==> src/rtl/cdc_hs_pkg.sv <==
// Shared definitions for the bundled-data request/acknowledge crossing
// (transmitter now, matching receiver later).
package cdc_hs_pkg;

    localparam int HS_MODE_4PH = 0;
    localparam int HS_MODE_2PH = 1;

    typedef enum logic [1:0] {
        HS_IDLE     = 2'd0,
        HS_SETUP    = 2'd1,
        HS_WAIT_ACK = 2'd2,
        HS_WAIT_REL = 2'd3
    } hs_tx_state_e;

endpackage

==> src/rtl/cdc_hs_fifo.sv <==
// Synchronous word FIFO feeding the handshake transmitter; occupancy is a
// registered count so full/level are glitch-free.
module cdc_hs_fifo
    import cdc_hs_pkg::*;
#(
    parameter int DW    = 8,
    parameter int DEPTH = 4,
    localparam int AW   = $clog2(DEPTH),
    localparam int LW   = $clog2(DEPTH + 1)
) (
    input  logic          clk_tx,
    input  logic          rst_b,
    input  logic          push,
    input  logic [DW-1:0] din,
    input  logic          pop,
    output logic [DW-1:0] head,
    output logic          full,
    output logic          empty,
    output logic [LW-1:0] level
);

    logic [DW-1:0] mem [DEPTH];
    logic [AW-1:0] wr_ptr;
    logic [AW-1:0] rd_ptr;
    logic          do_push;
    logic          do_pop;

    assign do_push = push & ~full;
    assign do_pop  = pop & ~empty;
    assign full    = (level == LW'(DEPTH));
    assign empty   = (level == '0);
    assign head    = mem[rd_ptr];

    // Storage is not reset; it is only read behind a non-zero count.
    always_ff @(posedge clk_tx) begin
        if (do_push) begin
            mem[wr_ptr] <= din;
        end
    end

    always_ff @(posedge clk_tx or negedge rst_b) begin
        if (!rst_b) begin
            wr_ptr <= '0;
            rd_ptr <= '0;
            level  <= '0;
        end else begin
            if (do_push) begin
                wr_ptr <= wr_ptr + 1'b1;
            end
            if (do_pop) begin
                rd_ptr <= rd_ptr + 1'b1;
            end
            case ({do_push, do_pop})
                2'b10:   level <= level + 1'b1;
                2'b01:   level <= level - 1'b1;
                default: level <= level;
            endcase
        end
    end

endmodule

==> src/rtl/cdc_hs_tx.sv <==
// Transmit side of a bundled-data req/ack crossing: FIFO, ack synchroniser
// and a 4-phase or 2-phase handshake FSM.
//
//   state       | meaning
//   HS_IDLE     | no open handshake; pops the FIFO head into dout if present
//   HS_SETUP    | dout settling for one cycle; req moves on exit
//   HS_WAIT_ACK | waiting for synchronised ack to answer req
//   HS_WAIT_REL | 4-phase only: req dropped, waiting for ack to return low
module cdc_hs_tx
    import cdc_hs_pkg::*;
#(
    parameter int DW          = 8,
    parameter int DEPTH       = 4,
    parameter int MODE        = HS_MODE_4PH,
    parameter int SYNC_STAGES = 2,
    localparam int LW         = $clog2(DEPTH + 1)
) (
    input  logic          clk_tx,
    input  logic          rst_b,
    input  logic          val,
    output logic          rdy,
    input  logic [DW-1:0] din,
    output logic          req,
    input  logic          ack,
    output logic [DW-1:0] dout,
    output logic [LW-1:0] level,
    output logic          busy,
    output logic          xfer_done,
    output logic          proto_err
);

    hs_tx_state_e           state;
    hs_tx_state_e           state_nxt;
    logic [SYNC_STAGES-1:0] ack_sync;
    logic                   ack_s;
    logic                   ack_s_q;
    logic                   ack_edge;
    logic                   fifo_pop;
    logic                   fifo_full;
    logic                   fifo_empty;
    logic [DW-1:0]          fifo_head;
    logic                   req_nxt;
    logic                   xfer_nxt;
    logic                   err_nxt;

    cdc_hs_fifo #(
        .DW    (DW),
        .DEPTH (DEPTH)
    ) u_fifo (
        .clk_tx (clk_tx),
        .rst_b  (rst_b),
        .push   (val),
        .din    (din),
        .pop    (fifo_pop),
        .head   (fifo_head),
        .full   (fifo_full),
        .empty  (fifo_empty),
        .level  (level)
    );

    assign rdy   = ~fifo_full;
    assign busy  = (state != HS_IDLE) | ~fifo_empty;
    assign ack_s = ack_sync[SYNC_STAGES-1];

    always_ff @(posedge clk_tx or negedge rst_b) begin
        if (!rst_b) begin
            ack_sync <= '0;
            ack_s_q  <= 1'b0;
        end else begin
            ack_sync <= {ack_sync[SYNC_STAGES-2:0], ack};
            ack_s_q  <= ack_s;
        end
    end

    // 4-phase only treats a rising ack as a new answer; 2-phase treats any change.
    assign ack_edge = (MODE == HS_MODE_2PH) ? (ack_s ^ ack_s_q) : (ack_s & ~ack_s_q);
    assign err_nxt  = ack_edge & ((state == HS_IDLE) | (state == HS_SETUP));

    always_comb begin
        state_nxt = state;
        fifo_pop  = 1'b0;
        req_nxt   = req;
        xfer_nxt  = 1'b0;
        case (state)
            HS_IDLE: begin
                if (!fifo_empty) begin
                    fifo_pop  = 1'b1;
                    state_nxt = HS_SETUP;
                end
            end
            HS_SETUP: begin
                req_nxt   = (MODE == HS_MODE_2PH) ? ~req : 1'b1;
                state_nxt = HS_WAIT_ACK;
            end
            HS_WAIT_ACK: begin
                if (MODE == HS_MODE_2PH) begin
                    if (ack_s == req) begin
                        xfer_nxt  = 1'b1;
                        state_nxt = HS_IDLE;
                    end
                end else if (ack_s) begin
                    req_nxt   = 1'b0;
                    state_nxt = HS_WAIT_REL;
                end
            end
            HS_WAIT_REL: begin
                if (!ack_s) begin
                    xfer_nxt  = 1'b1;
                    state_nxt = HS_IDLE;
                end
            end
            default: state_nxt = HS_IDLE;
        endcase
    end

    always_ff @(posedge clk_tx or negedge rst_b) begin
        if (!rst_b) begin
            state     <= HS_IDLE;
            req       <= 1'b0;
            dout      <= '0;
            xfer_done <= 1'b0;
            proto_err <= 1'b0;
        end else begin
            state     <= state_nxt;
            req       <= req_nxt;
            xfer_done <= xfer_nxt;
            proto_err <= err_nxt;
            if (fifo_pop) begin
                dout <= fifo_head;
            end
        end
    end

endmodule

==> config.mk <==
export PLATFORM = sky130hd
export DESIGN_NAME = cdc_hs_tx
export DESIGN_NICKNAME = d
export VERILOG_FILES = /design/src/rtl/cdc_hs_pkg.sv /design/src/rtl/cdc_hs_fifo.sv /design/src/rtl/cdc_hs_tx.sv
export SDC_FILE = /design/constraint.sdc
export NUM_CORES = 1
export LEC_CHECK = 0
export ABC_AREA = 1
export BUFFER_PORTS_ARGS = -buffer_cell sky130_fd_sc_hd__buf_4
export CAP_MARGIN = 30
export CORE_UTILIZATION = 51
export CTS_CLUSTER_DIAMETER = 150
export DETAILED_ROUTE_END_ITERATION = 6
export PLACE_DENSITY = 0.75
export SLEW_MARGIN = 20
export SYNTH_ARGS = -nofsm -noshare
export SYNTH_HDL_FRONTEND = slang
export SYNTH_SLANG_ARGS = --single-unit
==> constraint.sdc <==
create_clock -name clk_tx -period 2.3 [get_ports clk_tx]
set_input_delay 0.345 -clock clk_tx [delete_from_list [all_inputs] [get_ports clk_tx]]
set_output_delay 0.345 -clock clk_tx [all_outputs]
set_load 0.01 [all_outputs]
-- Word level (Yosys, flattened, before mapping)
Memory sizes are Yosys's and may differ from the RTL's. A register that Yosys moved wholly into a read port is not among the register bits.
Cells that the tools add are included.
- output and inout bits: 16
- latch bits: 0
- memory bits (writable): 32
- logic and storage cells: 53
- register bits after elaboration: 15
- bits of input ports: 12
- bits in read-only memories: 0
- memories kept: 1
- memory list (name ; words ; width ; read ports ; clocked after memory_dff ; write ports ; RTL line ; RTL):
    u_fifo.mem ; 4 ; 8 ; 1 ; 1 ; 1 ; cdc_hs_fifo.sv:22 ; logic [DW-1:0] mem [DEPTH];
- reductions and logical operators: 8
- multipliers: 0
- shifts and indexed selects: 0
- equality and inequality tests: 9
- multiplexer cells: 13
- order comparisons: 0
- $add $sub $neg: 4
- divide/modulo/power cells: 0
- bitwise gates (word level): 9
- operator list (operator ; number):
    2-bit one-hot mux with 4 select lines ; 1
    1-bit two-way mux ; 7
    2-bit == test, second input constant ; 3
    2-bit two-way mux ; 3
    2-bit inequality test, second input constant ; 3
    3-bit one-hot mux with 2 select lines ; 1
    2-bit nonzero test ; 3
    2-bit by 1-bit adder with 2-bit output, second input constant ; 2
    1-bit bitwise AND ; 4
    2-bit by 1-bit == test with 1-bit output, second input constant ; 2
    3-bit by 1-bit adder with 3-bit output, second input constant ; 1
    3-bit == test, second input constant ; 1
    3-bit zero test ; 1
    1-bit NOT ; 3
    3-bit AND reduction ; 1
    3-bit by 1-bit subtractor with 3-bit output, second input constant ; 1
    2-bit zero test ; 1
    1-bit OR ; 2
    1-bit one-hot mux with 2 select lines ; 1
    2-bit AND reduction ; 1
    1-bit zero test ; 1

-- Logic depth before layout (Yosys ltp)
- depth after elaboration: 6
- gate-level depth with buffers: 10
- mapped depth without buffers: 10

-- Modules after synthesis
From an unflattened synthesis, not the netlist that was laid out.
- cell total of the unflattened synthesis: 228
- area total of the unflattened synthesis: 2423.6 um^2
- modules (own cells, without submodules) (module ; times used ; seq. area each (um^2) ; cells each ; area each (um^2)):
    cdc_hs_fifo ; 1 ; 1136.1 ; 154 ; 1741.7
    cdc_hs_tx ; 1 ; 400.4 ; 74 ; 681.9

-- Worst setup path before layout
No wires, ideal clock.
- kind: register to register
- start: reg state[0]
- end: reg u_fifo.level[2]
- slack: 0.465 ns
- period minus slack after synthesis: 1.835 ns
- setup time: 0.123 ns
- data required time: 2.177 ns
- arrival: 1.713 ns
- buffers on the path: 0
- cell stages (with the launch flop): 10
- path through: dfrtp_1 > inv_1 > ha_1 > nand2_2 > inv_2 > ha_1 > fa_1 > nand2_1 > nand3_1 > xor2_1
- longest elaborated chain between the ends: 5
- elaborated cells on any way between the ends: 7
- classes of those cells: eq/ne (2); mux (2); bitwise (1); reduce/logical (2)
- RTL lines (element ; RTL line ; RTL):
    from (decl) ; cdc_hs_tx.sv:32 ; hs_tx_state_e state;
    from (signal assigned) ; cdc_hs_tx.sv:124 ; state <= state_nxt;
    2-bit zero test (*) ; cdc_hs_tx.sv:84 ; case (state)
    1-bit two-way mux (*) ; cdc_hs_tx.sv:84 ;
    named net fifo_pop ; cdc_hs_tx.sv:38 ; logic fifo_pop;
    1-bit bitwise AND (*) ; cdc_hs_fifo.sv:29 ; assign do_pop = pop & ~empty;
    2-bit by 1-bit == test with 1-bit output / 2-bit == test (equally long branches) ; cdc_hs_fifo.sv:53 ; case ({do_push, do_pop})
    3-bit one-hot mux with 2 select lines / 2-bit nonzero test (equally long branches) ; - ;
    to (signal assigned) ; cdc_hs_fifo.sv:54 ; 2'b10: level <= level + 1'b1;
    to (signal assigned) ; cdc_hs_fifo.sv:55 ; 2'b01: level <= level - 1'b1;
    to (signal assigned) ; cdc_hs_fifo.sv:56 ; default: level <= level;
    to (decl) ; cdc_hs_fifo.sv:19 ; output logic [LW-1:0] level
The timed path passes the listed nets; every way through them passes the cells marked *.
A chain may end at the register's enable or synchronous reset.

-- Worst setup path after layout
Ends and elaborated chain as after synthesis.

==> metrics <==
status finished, final reports clean; FMAX 498.9 MHz; r2r endpoint u_fifo.level[2]; fin crit share between 80% and 90%; Comb power frac 40.2%; worst hold stages 1; placed cell count 321; Slew headroom between 50 and 60%; total power 3.501 mW; vias in the first global route 1,496; syn nets 264; postcts setup bufs 0; port bufs 27; post-layout util between 60 and 70%; Clock Path Buffers 2; Worst setup SP type register; CP endpoint kind register; Synth cell types 21; LEAKAGE roughly 1.4 nW; P&R area growth vs syn 15.02%; first-pass GRT wire length 6851 microns; DRT Pass-1 Iters 6; Cell Area, Placed 2703 sq um; P_int roughly 2.1 mW; Total GRT Usage between 10% and 20%; Final setup viols 0; # rows 24; Die ar. 5050 sq um; cell area after synthesis 2432 sq um; worst reg2reg startpoint state[0]; Clk pwr share 14.8%; worst slack at placement 0.3116 ns; post-route ant nets 0; hold-fix buffers at CTS 1; htree depth 2; Starting DRT DRC Count 99; WHS Endpoint ack_sync[0]; Sw Ratio 38.60%; Setup CP Type register to register; PnR worst setup slack ~0.30 ns; Synth warnings 0; Max Slew Vio Count 0; post_cts resized 0; Antenna Cells 0; Yosys reg bits between 50 and 60; Congestion Overflow GR 0; Worst Hold Slack 0.1333 ns; WP data arrival approximately 2.2 ns; via-per-instance ratio 4.818; Hold Path Class input pin to register; Worst R2R Setup Slack about 0.3 ns; root buf cell clkbuf_8; Max Cap Viol 0; Final Hold Violating Endpoints 0; Hold Startpoint ack; final design area excluding fillers 2798 sq um; sequential share of power ~45%; total CTS buffers 5; Peak supply drop 550.2 uV; Reg clk slew, reported paths 0.10 ns; Clock Skew 0.007565 ns; Finished Layout Cells 330; via count 1,590; Avg Cell Area, Syn 10.09 sq um; sequential-to-total area share from yosys stat 63.17%; Final min period 2.004 ns; Placer Congestion 0.7263; Cells after Synth 241; clock sink count 55; nets 300; Crit Path Max Fanout 9; CTS tree yes; switching power 1.351 mW; TNS Setup 0 ns; Slew @ Worst Pin 0.6695 ns; Worst EP required 2.53 ns; Top-Level Pins 28; cells on worst reg2reg path 10; initial core utilization 54.36%; drt total wl about 4000 microns; die width 71.06 microns; RSZ-0062 raised after global routing no; WL/cell 12.17 microns; clk_lat worst skew ~0.31 ns; hpwl dp 2745 microns; ratio of cells with drive above 1 in the final layout between 15 and 20%; Power per Cell Area 1251 nW/um^2; pin count of the biggest net entering global routing 24; Core Area ~4500 sq um; Die Y-Extent 71.06 microns; DRC Markers 0; initial antenna violation count 0
kinds of logic after synthesis:
| logic type | synth area share (%) |
|---|---|
| flops | 63.17 |
| fa+ha+maj | 5.967 |
| simple gates | 18.78 |
| compound gates | 0.8745 |
| xor+xnor | 1.801 |
| buf+inv | 9.413 |
critical path: stages, from the launching register on:
cell	delay (ns)
dfrtp_1	0.41
inv_1	0.10
ha_1	0.25
nand2_2	0.09
inv_2	0.09
ha_1	0.25
fa_1	0.39
inv_1	0.07
nand2_1	0.04
nand3_1	0.07
xor2_1	0.15
per-layer routing:
metal  track usage [%]  vias to the layer above  wire length, microns
met5                 0                        -                     0
met4             6.667                        0                    65
met3             4.701                        6                   137
met2             30.13                       24                  1871
met1             23.61                      752                  1941
li1                  -                      808                     -
worst max path at each step:
stage | start | to | slack (ns) | depth (start not counted)
finish | state[0] | u_fifo.level[2] | 0.30 | 10
global route | state[0] | u_fifo.level[2] | 0.15 | 10
CTS | state[0] | u_fifo.level[2] | 0.29 | 10
detailed placement | state[0] | u_fifo.level[2] | 0.31 | 9
global placement | state[0] | u_fifo.level[2] | 0.40 | 9
floorplan | state[0] | u_fifo.level[2] | 0.46 | 9
flip-flops by register name, summed over array words and instances (netlist names):
register	flops
u_fifo.wr_ptr	2
req	1
proto_err	1
ack_sync	2
dout	8
ack_s_q	1
u_fifo.level	3
xfer_done	1
state	2
u_fifo.rd_ptr	2
u_fifo.mem	32
cell type report:
cell class	instances	area, sq um
fill	370	1677
timing repair buffer	34	257.7
multi-input combinational	132	666.9
clock buffer	6	72.57
sequential	55	1536
clock inverter	2	12.51
inverter	49	186.4
tap	52	65.06
synthesized netlist by cell type, drive strengths merged:
cell,number,area (sq um)
nor2,8,32.54
o21ai,3,15.01
nand2,82,312.8
xnor2,2,17.52
o22ai,1,6.260
nand3,21,105.1
buf,5,42.53
ha,10,125.1
fa,1,20.02
edfxtp,32,960.9
xor2,3,26.28
dfrtp,23,575.6
inv,49,186.4
or2,1,6.260
power groups by stage:
stage / combinational [mW] / clock, mW / sequential [mW]
after global placement: 1.38 / 0 / 1.58
after detailed placement: 1.41 / 0 / 1.60
final: 1.41 / 0.517 / 1.58
after floorplan: 0.996 / 0 / 1.55
after global routing: 1.61 / 0.563 / 1.62
after CTS: 1.42 / 0.528 / 1.58
layout by cell type, fill, tap and decap left out, types with 2 or more instances in the layout:
| cell type | instances |
|---|---|
| edfxtp_1 | 32 |
| inv_2 | 3 |
| xnor2_1 | 2 |
| xor2_1 | 3 |
| ha_1 | 10 |
| nand2_2 | 2 |
| nor2_1 | 7 |
| clkbuf_8 | 5 |
| nand3_1 | 21 |
| inv_1 | 45 |
| buf_4 | 33 |
| nand2_1 | 80 |
| o21ai_1 | 2 |
| dfrtp_1 | 23 |
(Power assumes the default switching activity.)
